File: src/rtl/apu_pwm_mixer.sv
// apu_pwm_mixer: sums unmuted channel samples once per frame and drives the
// resulting level onto a 1-bit audio pin, either as fixed-period PWM or as a
// first-order sigma-delta bitstream. All state advances only on ce ticks.
module apu_pwm_mixer #(
  parameter int CHANNELS = 4,
  parameter int WIDTH    = 4
) (
  input  logic                      clk,
  input  logic                      rst,
  input  logic                      ce,
  input  logic [CHANNELS*WIDTH-1:0] sample,
  input  logic [CHANNELS-1:0]       mute,
  input  logic                      mode,
  output logic                      pwm,
  output logic                      frame,
  output logic                      active
);

  // Full-scale level, which is also the frame length in ce ticks.
  localparam int MAXSUM = CHANNELS * ((1 << WIDTH) - 1);
  // Smallest width that can hold MAXSUM itself (level may equal full scale).
  localparam int SW = $clog2(MAXSUM + 1);

  localparam logic [SW-1:0] LAST_CNT = SW'(MAXSUM - 1);
  localparam logic [SW:0]   FULL     = (SW + 1)'(MAXSUM);

  logic [SW-1:0] cnt_q, cnt_d;
  logic [SW-1:0] level_q, level_d;
  logic [SW-1:0] acc_q, acc_d;
  logic          mode_q, mode_d;
  logic          pwm_q, pwm_d;
  logic          frame_q, frame_d;
  logic          active_q, active_d;

  logic [SW-1:0] mixSum;
  logic [SW:0]   sdSum;
  logic          boundary;

  assign pwm    = pwm_q;
  assign frame  = frame_q;
  assign active = active_q;

  // Mix the unmuted channels; the result can never exceed MAXSUM so no clamp.
  always_comb begin
    mixSum = '0;
    for (int k = 0; k < CHANNELS; k++) begin
      if (!mute[k]) begin
        mixSum = mixSum + SW'(sample[k*WIDTH +: WIDTH]);
      end
    end
  end

  // Next-state: counter/modulator advance on ce, frame boundary latches new inputs.
  always_comb begin
    cnt_d    = cnt_q;
    level_d  = level_q;
    acc_d    = acc_q;
    mode_d   = mode_q;
    pwm_d    = pwm_q;
    active_d = active_q;
    boundary = ce && (cnt_q == LAST_CNT);
    frame_d  = boundary;
    sdSum    = {1'b0, acc_q} + {1'b0, level_q};

    if (ce) begin
      cnt_d = boundary ? '0 : cnt_q + SW'(1);

      if (!mode_q) begin
        pwm_d = (cnt_q < level_q);
      end else if (sdSum >= FULL) begin
        pwm_d = 1'b1;
        acc_d = SW'(sdSum - FULL);
      end else begin
        pwm_d = 1'b0;
        acc_d = sdSum[SW-1:0];
      end

      if (boundary) begin
        level_d  = mixSum;
        mode_d   = mode;
        active_d = (mixSum != '0);
        // A fresh sigma-delta run must start from a clean accumulator.
        if (mode != mode_q) begin
          acc_d = '0;
        end
      end
    end
  end

  // State register with synchronous reset taking priority over ce.
  always_ff @(posedge clk) begin
    if (rst) begin
      cnt_q    <= '0;
      level_q  <= '0;
      acc_q    <= '0;
      mode_q   <= 1'b0;
      pwm_q    <= 1'b0;
      frame_q  <= 1'b0;
      active_q <= 1'b0;
    end else begin
      cnt_q    <= cnt_d;
      level_q  <= level_d;
      acc_q    <= acc_d;
      mode_q   <= mode_d;
      pwm_q    <= pwm_d;
      frame_q  <= frame_d;
      active_q <= active_d;
    end
  end

endmodule

File: config.mk
export PLATFORM = sky130hd
export DESIGN_NAME = apu_pwm_mixer
export DESIGN_NICKNAME = d
export VERILOG_FILES = /design/src/rtl/apu_pwm_mixer.sv
export SDC_FILE = /design/constraint.sdc
export NUM_CORES = 1
export LEC_CHECK = 0
export ABC_CLOCK_PERIOD_IN_PS = 8500
export CAP_MARGIN = 20
export CORE_ASPECT_RATIO = 1.2
export CORE_MARGIN = 2
export CORE_UTILIZATION = 28
export CTS_CLUSTER_DIAMETER = 120
export CTS_CLUSTER_SIZE = 8
export DETAILED_ROUTE_END_ITERATION = 16
export GPL_ROUTABILITY_DRIVEN = 0
export HOLD_SLACK_MARGIN = 0.03
export SLEW_MARGIN = 10
export SYNTH_ARGS = -nofsm -noshare
export SYNTH_HDL_FRONTEND = slang
export SYNTH_SLANG_ARGS = --single-unit
File: constraint.sdc
create_clock -name clk -period 8.5 [get_ports clk]
set_input_delay 0.85 -clock clk [delete_from_list [all_inputs] [get_ports clk]]
set_output_delay 0.85 -clock clk [all_outputs]
set_load 0.01 [all_outputs]
==> results.txt, run 1 <==
The run finished with clean final reports. The clock passes through at most 2 buffers. After layout, the worst setup slack is 3.517 ns. The placed wire-length estimate after detailed placement is 3817 microns, and the residual DRC count is 0. The number of clock sinks came out at 22. Across every metal layer, demand over resource in global routing totals 11.55%. The achievable clock frequency was 200.7 MHz; the power dissipated by switching net loads was 78.18 uW. In this run the core area contains 34 standard-cell rows.

Of the post-synthesis cell area, the dominant cell type holds 20.85%. Number of cells on the worst hold path: 2. Number of pins with negative max-slew slack in the final report: 0. Once the floorplan was initialized, standard cells occupied 29.03% of the core. In this run the vertical extent of the chip is 99.14 microns. The average instance in the mapped netlist occupies 8.381 sq um. The first routing iteration left 40 violations.

In this run the worst path has a maximum fanout of 6. Summed over all layers, the routed wires come to 4624 microns. The share of the Yosys chip area taken by registers is 20.85%.

Entering global routing, the biggest net connects 20 pins. The number of antenna-violating nets in the routed design was 0. The die is 83.28 microns wide. The number of global-route vias before repair is 1,811, and the relative slew slack is 51.22%. The post-route netlist has 8.029% of its cells at a drive strength greater than 1. The relative contribution of the clock network to total power was 29.2%.

Total power for the finished layout comes to 262.7 uW. Setup repair after global routing left no endpoint under its margin. Met2 track utilization from global routing: 21.28%. The run gives 40.0% as the share of power burned in registers. The clock latency on the worst-skew pair came out at 0.26 ns. Final count of negative-setup-slack endpoints: 0. Of all cell types, the one taking the most synthesized area is sky130_fd_sc_hd__dfxtp_1.

Across the run, the number of max-cap violations was 0. The synthesized instance count was 252; the via-per-instance ratio was 4.992. In the final timing run, aggregate negative setup slack is 0 ns. Clock skew on the completed layout was measured at 0.002070 ns. The routed design could run at a clock period as short as 4.983 ns. The number of setup buffers added after CTS is 0. The tree is rooted in a sky130_fd_sc_hd__clkbuf_8. The count of cells resized by post-cts repair is 0. The placeable core area was 7274 sq um.

Clock-pin slew was measured on the worst setup and hold paths at 0.08 ns. Before CTS, the worst setup slack after placement is 3.213 ns. Power spread over the standard cell area amounts to 105.2 nW/um^2. The slew at the pin closest to its max-slew limit was 0.7294 ns; the number of distinct library cells after synthesis was 54. The final hold violation count came out at 0.

The overall overflow remaining after global route was 0; the critical path required time was 8.62 ns. The portion of the clock cycle consumed by the worst path in the final layout is 58.63%, and the final cell count without fillers is 364. The class of the tightest hold or removal check is register to register. The count of boundary I/O pins was 27; the area growth from synthesis to layout was 18.25%. TritonCTS built the clock tree. In this run, synthesis inferred 0 flip-flops with an integrated enable. The first-pass GRT wire length came out at 8038 microns. The number of port buffers is 26. The worst register-to-register path has a depth of 9. The net count of the finished layout is 328. The die footprint came out at 8256 sq um. After synthesis, the most frequently instantiated cells are sky130_fd_sc_hd__ha_1 (25), sky130_fd_sc_hd__nor2_1 (23), sky130_fd_sc_hd__dfxtp_1 (22).

The switching part of the total power is 29.76%, and the share of flip-flops with an asynchronous set or reset after synthesis is 0%. The combinational share of power came out at 30.8%. Among all flip-flop cells after synthesis, the most frequent one is sky130_fd_sc_hd__dfxtp_1.

The number of buffers inserted by hold repair at cts is 0. The most used standard cell by instance count after synthesis was sky130_fd_sc_hd__ha_1. The worst setup path is captured at a register. After detailed routing, the average wire length per cell comes to 12.70 microns.

For the netlist area before placement, the log shows 2112 sq um. Yosys printed 0 warnings. After global routing, the most crowded layer is met2.

Startpoint kind of the worst setup timing path: an input port. The type of the setup path with the least slack was input port to register. The final hold slack was 0.4599 ns; the synthesized netlist net count was 305.

Global routing used 1.909% of the available met3 tracks. The logs give 1 for the depth of the CTS H-tree and 3 for the number of buffers created by CTS. The number of antenna violations at the first check in global routing is 0. Ranked by total cell area, the synthesized netlist is headed by sky130_fd_sc_hd__dfxtp_1 (21%), sky130_fd_sc_hd__ha_1 (15%), sky130_fd_sc_hd__a21oi_1 (4.5%), sky130_fd_sc_hd__nor2_1 (4.1%), sky130_fd_sc_hd__fa_1 (3.8%).

Synthesis inferred 22 register bits. The first-pass iteration count of the detailed router is 4, and the largest voltage drop on the vdd net is 0.08984 mV. The number of diodes added for antenna fixing was 0.

Including well taps, the total number of placed cells is 360. For this run, global-route usage on met1 was measured as 13.81%. The internal power of the cells totals 184.5 uW. The total vias in the final route is 1,817, and the data arrival time at the worst-slack endpoint is 5.11 ns.

The leakage power of the design came out at 0.001011 uW.
==> layout make-up <==
| type | instances | area [sq um] |
|---|---|---|
| repair buffers | 27 | 267.8 |
| multi-input cells | 202 | 1550 |
| flip-flops and latches | 22 | 440.4 |
| fillers | 777 | 4777 |
| well taps | 90 | 112.6 |
| inverters | 19 | 71.32 |
| clock buffers | 4 | 55.05 |
==> power by group through the flow <==
stage / logic, uW / registers (uW) / clock network, uW
finish: 80.9 / 105 / 76.8
CTS: 81.9 / 105 / 78.9
detailed placement: 81.4 / 107 / 0
global route: 92.6 / 105 / 82.2
floorplan: 57.4 / 107 / 0
global placement: 79.8 / 107 / 0
==> cells in the final DEF (no fill, tap or decap), drive strengths merged, types with 2 or more instances in the layout <==
| cell | synthesis | final |
|---|---|---|
| a211oi | 10 | 10 |
| a21o | 7 | 7 |
| a21oi | 20 | 20 |
| a22o | 2 | 2 |
| a31oi | 4 | 4 |
| a32oi | 2 | 2 |
| clkbuf | 3 | 4 |
| clkdlybuf4s50 | 0 | 26 |
| dfxtp | 22 | 22 |
| fa | 4 | 4 |
| ha | 25 | 25 |
| inv | 19 | 19 |
| mux2i | 6 | 6 |
| nand2 | 18 | 18 |
| nand2b | 8 | 8 |
| nand3 | 3 | 3 |
| nand3b | 3 | 3 |
| nand4 | 4 | 4 |
| nor2 | 23 | 23 |
| nor2b | 6 | 6 |
| nor3 | 8 | 8 |
| o211ai | 2 | 2 |
| o21ai | 14 | 14 |
| o221ai | 2 | 2 |
| or3 | 2 | 2 |
| or4 | 2 | 2 |
| xnor2 | 6 | 6 |
| xor2 | 8 | 8 |
==> logic make-up (layout without fill, tap and decap cells) <==
group	count (synthesis)	in the layout	share of synthesized area, %
xor+xnor	14	14	5.806
buf+inv	28	50	5.746
compound gates	70	70	24.76
simple gates	82	82	20.85
mux	7	7	3.377
fa+ha+maj	29	29	18.60
flops	22	22	20.85
==> sequential cells by signal (all words and copies together) (netlist names) <==
signal / cells
acc_q: 6
cnt_q: 6
level_q: 6
active: 1
frame: 1
mode_q: 1
pwm: 1
==> worst max-delay path, cell delays in order <==
cell and delay, ns:
sky130_fd_sc_hd__clkdlybuf4s50_1 0.51, sky130_fd_sc_hd__nor2b_1 0.16, sky130_fd_sc_hd__ha_1 0.18, sky130_fd_sc_hd__inv_1 0.06, sky130_fd_sc_hd__fa_1 0.41, sky130_fd_sc_hd__xor2_1 0.16
sky130_fd_sc_hd__or3_1 0.33, sky130_fd_sc_hd__nand2_1 0.08, sky130_fd_sc_hd__ha_1 0.25, sky130_fd_sc_hd__and3_1 0.19, sky130_fd_sc_hd__or3_1 0.34, sky130_fd_sc_hd__a21oi_1 0.20
sky130_fd_sc_hd__a31oi_1 0.09, sky130_fd_sc_hd__ha_1 0.37, sky130_fd_sc_hd__nand3b_1 0.08, sky130_fd_sc_hd__o221ai_1 0.22, sky130_fd_sc_hd__nand2b_1 0.10, sky130_fd_sc_hd__xnor2_1 0.15
sky130_fd_sc_hd__a211oi_1 0.29, sky130_fd_sc_hd__a211oi_2 0.10
==> path summary, 6_finish.rpt <==
check,from,to,slack [ns]
setup / recovery,mute[0],active,3.52
hold / removal,acc_q[2],acc_q[2],0.46
hold reg to reg,acc_q[2],acc_q[2],0.46
setup reg to reg,level_q[0],acc_q[3],5.96
==> stage by stage <==
step / util, % / instance area, sq um
floorplan: - / 2112
global placement: 33.57 / 2442
detailed placement: 33.57 / 2442
CTS: 34.33 / 2497
global route: 34.33 / 2497
finish: 34.33 / 2497
==> layer usage <==
layer,vias up,part of all wire [%]
li1,953,-
met1,826,46
met2,34,49
met3,4,3.9
met4,0,0.95
met5,-,0
No activity file was read; power rests on OpenSTA's default activity.
==> run 2, diff against run 1 <==
--- a/config.mk
+++ b/config.mk
@@ -5,7 +5,7 @@
 export SDC_FILE = /design/constraint.sdc
 export NUM_CORES = 1
 export LEC_CHECK = 0
-export ABC_CLOCK_PERIOD_IN_PS = 8500
+export ABC_CLOCK_PERIOD_IN_PS = 4500
 export CAP_MARGIN = 20
 export CORE_ASPECT_RATIO = 1.2
 export CORE_MARGIN = 2
==> constraint.sdc (replaced) <==
create_clock -name clk -period 4.5 [get_ports clk]
set_input_delay 0.45 -clock clk [delete_from_list [all_inputs] [get_ports clk]]
set_output_delay 0.45 -clock clk [all_outputs]
set_load 0.01 [all_outputs]
==> results.txt, run 2 (synthesis results as in run 1) <==
The flow ran to the end, and the final reports show no timing, DRC or antenna violations. For the pin with the worst max-slew slack, the measured transition is 0.7131 ns. The die is 83.28 microns wide. STA puts the critical path data required time at 4.67 ns. In this run the vertical extent of the chip is 99.14 microns. For met1 alone, demand over resource in global routing was 13.02%. Across all setup checks in the final design, the least slack found is 0.2399 ns. Number of pins with negative max-slew slack in the final report: 0.

Walking the worst path, the cells encountered are clkdlybuf4s50_1 -> ha_2 -> inv_1 -> fa_2 -> xor2_1 -> or3_4 -> nand2_4 -> ha_4 -> and3_1 -> or3_1 -> a21oi_2 -> a31oi_2 -> ha_1 -> nand3b_1 -> o221ai_2 -> nand2b_1 -> xnor2_2 -> a211oi_2 -> a211oi_2. The routed wire length was 4726 microns. The most congested layer reported by global routing is met2. The clock latency on the worst-skew pair came out at 0.26 ns.

The largest net degree at the start of global routing came out at 20. The number of global-route vias before repair was 1,807. STA classifies the critical path startpoint as an input port. The initial utilization of the core area, before any placement, comes to 29.03%.

The number of max-cap violations was 0. The count of boundary I/O pins is 27, and the number of buffer and inverter stages on the critical path is 2. The detailed router finished its first iteration with 43 violations. The via-per-instance ratio came out at 4.995. Depth of the CTS H-tree: 1. In this run the remaining antenna-violating nets after routing total 0. In this run the tightest slew margin relative to its limit is 52.31%. Dividing total power by cell area gives a power density of 191.6 nW/um^2. The tools report the largest buffer count on any clock path as 2. The detailed router placed 1,843 vias in this run.

The delay of the slowest critical-path stage is 0.47 ns. Data on the critical path arrives at its endpoint at 4.43 ns. The largest registers in the layout are acc_q (6), cnt_q (6), level_q (6).

The worst-case IR drop observed on VDD is 0.1104 mV. Final hold violation count: 0. Family with the most delay on the worst path: simple AND/OR/NAND/NOR gates. Dividing the detail-routed wire length by the instance count gives 12.81 microns.

The tools report the nature of the critical path endpoint as a register. The run gives 7274 sq um as the placeable core area. Leaving out fill and tap cells, the most frequent cell in the layout is sky130_fd_sc_hd__clkdlybuf4s50_1. Number of buffers created by CTS: 3. Clock skew on the completed layout was measured at 0.001297 ns. Global routing used 2.241% of the available met3 tracks.

The clock-pin slew of the registers on the worst-case setup and hold paths was 0.08 ns. The number of antenna violations at the first check in global routing came out at 0. The first global-routing pass estimated 7935 microns of wire. The first-pass iteration count of the detailed router came out at 4. In this run the core area contains 34 standard-cell rows. Counting stages on the worst path, the most repeated cell is sky130_fd_sc_hd__a211oi_2.

The tools report the clock root buffer master as sky130_fd_sc_hd__clkbuf_8. For this run, global-route usage on met2 was measured as 21.59%. The number of port buffers is 26, and the global-route usage over all layers is 11.39%.

Portion of the clock cycle consumed by the worst path in the final layout: 94.67%. TritonCTS built the clock tree. In this run the static leakage power is 0.001065 uW.

In the final timing run, aggregate negative setup slack is 0 ns. In this run the worst hold path is classified as register to register. The overall overflow remaining after global route was 0.

For this run, design rule violations remaining after detail routing come to 0. The shortest period the worst path allows came out at 4.260 ns. For the number of diodes added for antenna fixing, the log shows 0.

The placement-stage worst setup slack was -0.2950 ns; the die footprint was 8256 sq um. In the layout the commonest cells are sky130_fd_sc_hd__clkdlybuf4s50_1 (24), sky130_fd_sc_hd__nor2_1 (23), sky130_fd_sc_hd__ha_1 (22), sky130_fd_sc_hd__dfxtp_1 (22). The post-route netlist has 14.70% of its cells at a drive strength greater than 1. Maximum fanout count along the critical path: 3. The tools report the number of nets in the final layout as 334. The slowest library cell on the worst path is sky130_fd_sc_hd__clkdlybuf4s50_1. Derived from the worst setup path, the maximum achievable clock frequency is 234.7 MHz. Setup violations remaining at the end of the flow were counted as 0. Clock tree synthesis found a total of 22 sinks.

Relative to the synthesized area, the layout overhead comes to 23.64%. The run gives 3812 microns as the placed wire-length estimate after detailed placement. By startpoint and endpoint, the worst setup path is classified as input port to register.
==> run 2: cell count changes in the layout (fill, tap and decap cells not counted), moves of 2 or more <==
cell | previous run | this run
sky130_fd_sc_hd__clkdlybuf4s50_1 | 26 | 24
sky130_fd_sc_hd__buf_4 | 1 | 7
sky130_fd_sc_hd__ha_1 | 25 | 22
sky130_fd_sc_hd__o221ai_1 | 2 | 0
sky130_fd_sc_hd__dlymetal6s2s_1 | 0 | 2
sky130_fd_sc_hd__o221ai_2 | 0 | 2
sky130_fd_sc_hd__ha_2 | 0 | 2
sky130_fd_sc_hd__nor2b_1 | 5 | 3
==> run 2: power breakdown <==
group | internal [uW] | switching [uW]
Combinational | 90.9 | 89.7
Sequential | 196 | 1.89
Clock | 59.7 | 61.7
Total | 347 | 153
==> run 2: routing by layer <==
layer / up-vias / share of wire, %
met5: - / 0
met4: 0 / 1.6
met3: 11 / 4.4
met2: 35 / 51
met1: 831 / 43
li1: 966 / -
==> run 2: tightest hold or removal path, delay by kind of cell (launching register included) <==
| family | cells | cell delay, ns |
|---|---|---|
| AO/OA/AOI/OAI | 1 | 0.05 |
| flip-flops | 1 | 0.32 |
| AND/OR/NAND/NOR | 1 | 0.05 |
==> run 2: through the flow <==
step / cell area [sq um] / util [%] / cells / power, uW / hold slack, ns
6_report: 2611 / 35.90 / 369 / 500.3 / 0.4572
5_1_grt: 2611 / 35.90 / 369 / 530.5 / 0.4825
4_1_cts: 2534 / 34.83 / 369 / 490.7 / 0.4584
3_5_place_dp: 2487 / 34.19 / 366 / 368.7 / 0.4487
3_3_place_gp: 2487 / 34.19 / 366 / 365.6 / 0.4403
2_1_floorplan: 2112 / - / 252 / 311.0 / 0.4314
==> run 2: final cells by class <==
| class | instances | area, sq um |
|---|---|---|
| Tap cell | 90 | 112.6 |
| Timing Repair Buffer | 33 | 317.8 |
| Clock buffer | 3 | 41.29 |
| Fill cell | 759 | 4663 |
| Multi-Input combinational cell | 202 | 1628 |
| Inverter | 19 | 71.32 |
| Sequential cell | 22 | 440.4 |
==> run 2: final timing paths <==
kind              start        to  slack [ns]  depth (start not counted)
max           sample[4]    active        0.24                         19
min            acc_q[2]  acc_q[2]        0.46                          2
max reg2reg  level_q[0]  acc_q[3]        1.98                          9
min reg2reg    acc_q[2]  acc_q[2]        0.46                          2
==> run 2: what timing repair did <==
action,4_1_cts,5_1_grt
hold buffers,0,0
gates resized for setup,1,18
endpoints found under the setup margin,1,3
buffers inserted,0,0
cloned,0,0
pin swaps,0,9
hold endpoints to repair,0,0
==> run 3, diff against run 2 <==
--- a/config.mk
+++ b/config.mk
@@ -15,6 +15,7 @@
 export DETAILED_ROUTE_END_ITERATION = 16
 export GPL_ROUTABILITY_DRIVEN = 0
 export HOLD_SLACK_MARGIN = 0.03
+export REMOVE_ABC_BUFFERS = 1
 export SLEW_MARGIN = 10
 export SYNTH_ARGS = -nofsm -noshare
 export SYNTH_HDL_FRONTEND = slang
==> results.txt, run 3 (synthesis results as in run 1) <==
The portion of the clock cycle consumed by the worst path in the final layout was 95.77%; the clock-pin slew of the registers on the worst-case setup and hold paths was 0.08 ns. In the post-route analysis, the smallest setup slack over all paths is 0.1902 ns. The die is 99.14 microns tall.

Derived from the worst setup path, the maximum achievable clock frequency is 232.0 MHz. The largest net degree at the start of global routing is 20, and the clock latency on the worst-skew pair is 0.26 ns. The most prevalent standard cell on the critical path was sky130_fd_sc_hd__a211oi_2.

For this design, the sink count on the clock tree is 22. Data on the critical path arrives at its endpoint at 4.43 ns. The run gives 0 as the number of pins with negative max-slew slack in the final report. The routed wire length per instance works out to 12.92 microns. The tools report the startpoint kind of the worst setup timing path as an input port. Once the floorplan was initialized, standard cells occupied 29.03% of the core.

The run gives 1,946 as the number of global-route vias before repair. For the largest buffer count on any clock path, the log shows 2. Summed over all layers, the routed wires come to 4949 microns.

The analysis attributes to cell leakage a power of 0.001133 uW. The most common cell after layout, fill and taps aside is sky130_fd_sc_hd__clkdlybuf4s50_1. 27 I/O pins were placed.

VDD sags by at most 0.1410 mV. The run gives 0 as the final count of negative-setup-slack endpoints. The depth of the CTS H-tree was 1; the area growth from synthesis to layout was 28.44%.

In this run the clock root is driven by a sky130_fd_sc_hd__clkbuf_8. In the layout the commonest cells are sky130_fd_sc_hd__clkdlybuf4s50_1 (24), sky130_fd_sc_hd__nor2_1 (23), sky130_fd_sc_hd__ha_1 (23). The type of the setup path with the least slack was input port to register. After legalization and detailed placement, the total HPWL measured 3969 microns.

The maximum fanout count along the critical path was 4. The post-route netlist has 18.09% of its cells at a drive strength greater than 1. The repair_antennas step left the layout with diodes totalling 0. Global routing used 12.14% of the available tracks across all layers. The delay of the slowest critical-path stage works out to 0.48 ns. The horizontal extent of the die was 83.28 microns; the die footprint was 8256 sq um. Buffers placed on the I/O ports in this run total 26. The signal on the critical path passes through clkdlybuf4s50_1 -> nor2b_1 -> inv_1 -> fa_2 -> xor2_1 -> or3_4 -> nand2_2 -> ha_4 -> a21o_1 -> or3_1 -> a21oi_2 -> a31oi_2 -> ha_1 -> nand3b_1 -> o221ai_2 -> nand2b_1 -> xnor2_2 -> a211oi_2 -> a211oi_2.

The shortest period the worst path allows was 4.310 ns; the relative slew slack was 52.73%. The family with the most delay on the worst path is simple AND/OR/NAND/NOR gates. The run finished with clean final reports. Power spread over the standard cell area amounts to 199.1 nW/um^2. The tool flagged a number of max-cap violations equal to 0.

The path class of the tightest hold or removal check is register to register. Final hold slack: 0.4589 ns. After the flow finishes, the layout carries non-filler instances totaling 383.

Among all stages on the critical path, the largest delay is contributed by sky130_fd_sc_hd__clkdlybuf4s50_1. The number of buffer and inverter stages on the critical path was 2; the number of inserted filler cells in the final layout was 756. TritonCTS built the clock tree. The logs give 0 for the number of buffers inserted by hold repair at cts and 0 for the number of antenna-violating nets in the routed design.

Placeable core area: 7274 sq um. In this run, CTS created clock tree buffers numbering 3. Including well taps, the total number of placed cells is 376. The first detailed-routing pass took 4 iterations. The floorplan has 34 rows.

After detailed routing, the number of remaining DRC violations is 0. Timing analysis after detailed placement gives a worst setup slack of -0.3378 ns. The largest registers in the layout are acc_q (6), cnt_q (6), level_q (6).

In this run, the number of DRC markers left after iteration 0 of detailed routing was 56. The slew at the pin closest to its max-slew limit works out to 0.7068 ns. STA classifies the critical path endpoint as a register.

For the first-pass GRT wire length, the log shows 8521 microns. In the routed layout, each cell is associated on average with a via count of 4.966. The overall overflow remaining after global route came out at 0. The run gives 0 as the final hold violation count.

The tools report the number of nets in the final layout as 347. The tools report the number of antenna violations at the first check in global routing as 0. Between clock sinks in the finished design, the worst skew comes to 0.003390 ns. Total vias in the final route: 1,902.

Setup repair after global routing left no endpoint under its margin. At the worst endpoint, the required time is 4.62 ns.
## run 3: cell count changes in the layout (fill, tap and decap cells not counted), sizes merged
cell and change:
buf +13, clkbuf +1
## run 3: worst register-to-register path: cells and delay by family (launching register included)
kind / cells / cell delay (ns)
compound gates: 4 / 0.98
fa+ha+maj: 2 / 0.49
flops: 1 / 0.47
simple gates: 2 / 0.25
xor+xnor: 1 / 0.17
buf+inv: 1 / 0.07
## run 3: per-stage QoR
stage	utilization (%)	setup TNS (ns)	total power, uW	area (sq um)
after floorplan	-	0	303.8	2062
after global placement	35.23	-0.2765	378.2	2562
after detailed placement	35.23	-0.7648	383.5	2562
after CTS	36.14	0	531.3	2629
after global routing	37.29	0	569.6	2713
final	37.29	0	540.1	2713
## run 3: worst paths after layout
| path | endpoint | from | depth (start not counted) | slack (ns) |
|---|---|---|---|---|
| hold reg to reg | acc_q[2] | acc_q[2] | 2 | 0.46 |
| setup / recovery | active | sample[1] | 19 | 0.19 |
| setup reg to reg | acc_q[2] | level_q[1] | 10 | 2.01 |
| hold / removal | acc_q[2] | acc_q[2] | 2 | 0.46 |
## run 3: per-layer routing
metal  part of all wire, %  track usage (%)  wire length, microns  up-vias
li1                      -                -                     -      992
met1                    44            13.65                  2169      869
met2                    52            24.32                  2588       37
met3                   3.1            1.577                   152        4
met4                  0.75            2.270                    37        0
met5                     0                0                     0        -
## run 3: what timing repair did
item                                    in CTS  in global routing
gates resized for setup                      2                 14
endpoints found under the setup margin       1                  3
setup buffers                                0                  3
pin swaps                                    0                 10
## run 3: area by class of cell
cell class	instances	area, sq um	share of cell area, %
repair buffers	46	415.4	15.31
inverters	19	71.32	2.629
multi-input cells	202	1618	59.64
flip-flops and latches	22	440.4	16.24
clock buffers	4	55.05	2.030
well taps	90	112.6	4.151
## run 3: report_power, final
part           switching, uW  internal [uW]  leakage [uW]  total [uW]
clock                   66.0           78.0     0.0000288         144
combinational           95.1            103      0.000927         198
sequential              2.07            196      0.000178         198
total                    163            377       0.00113         540
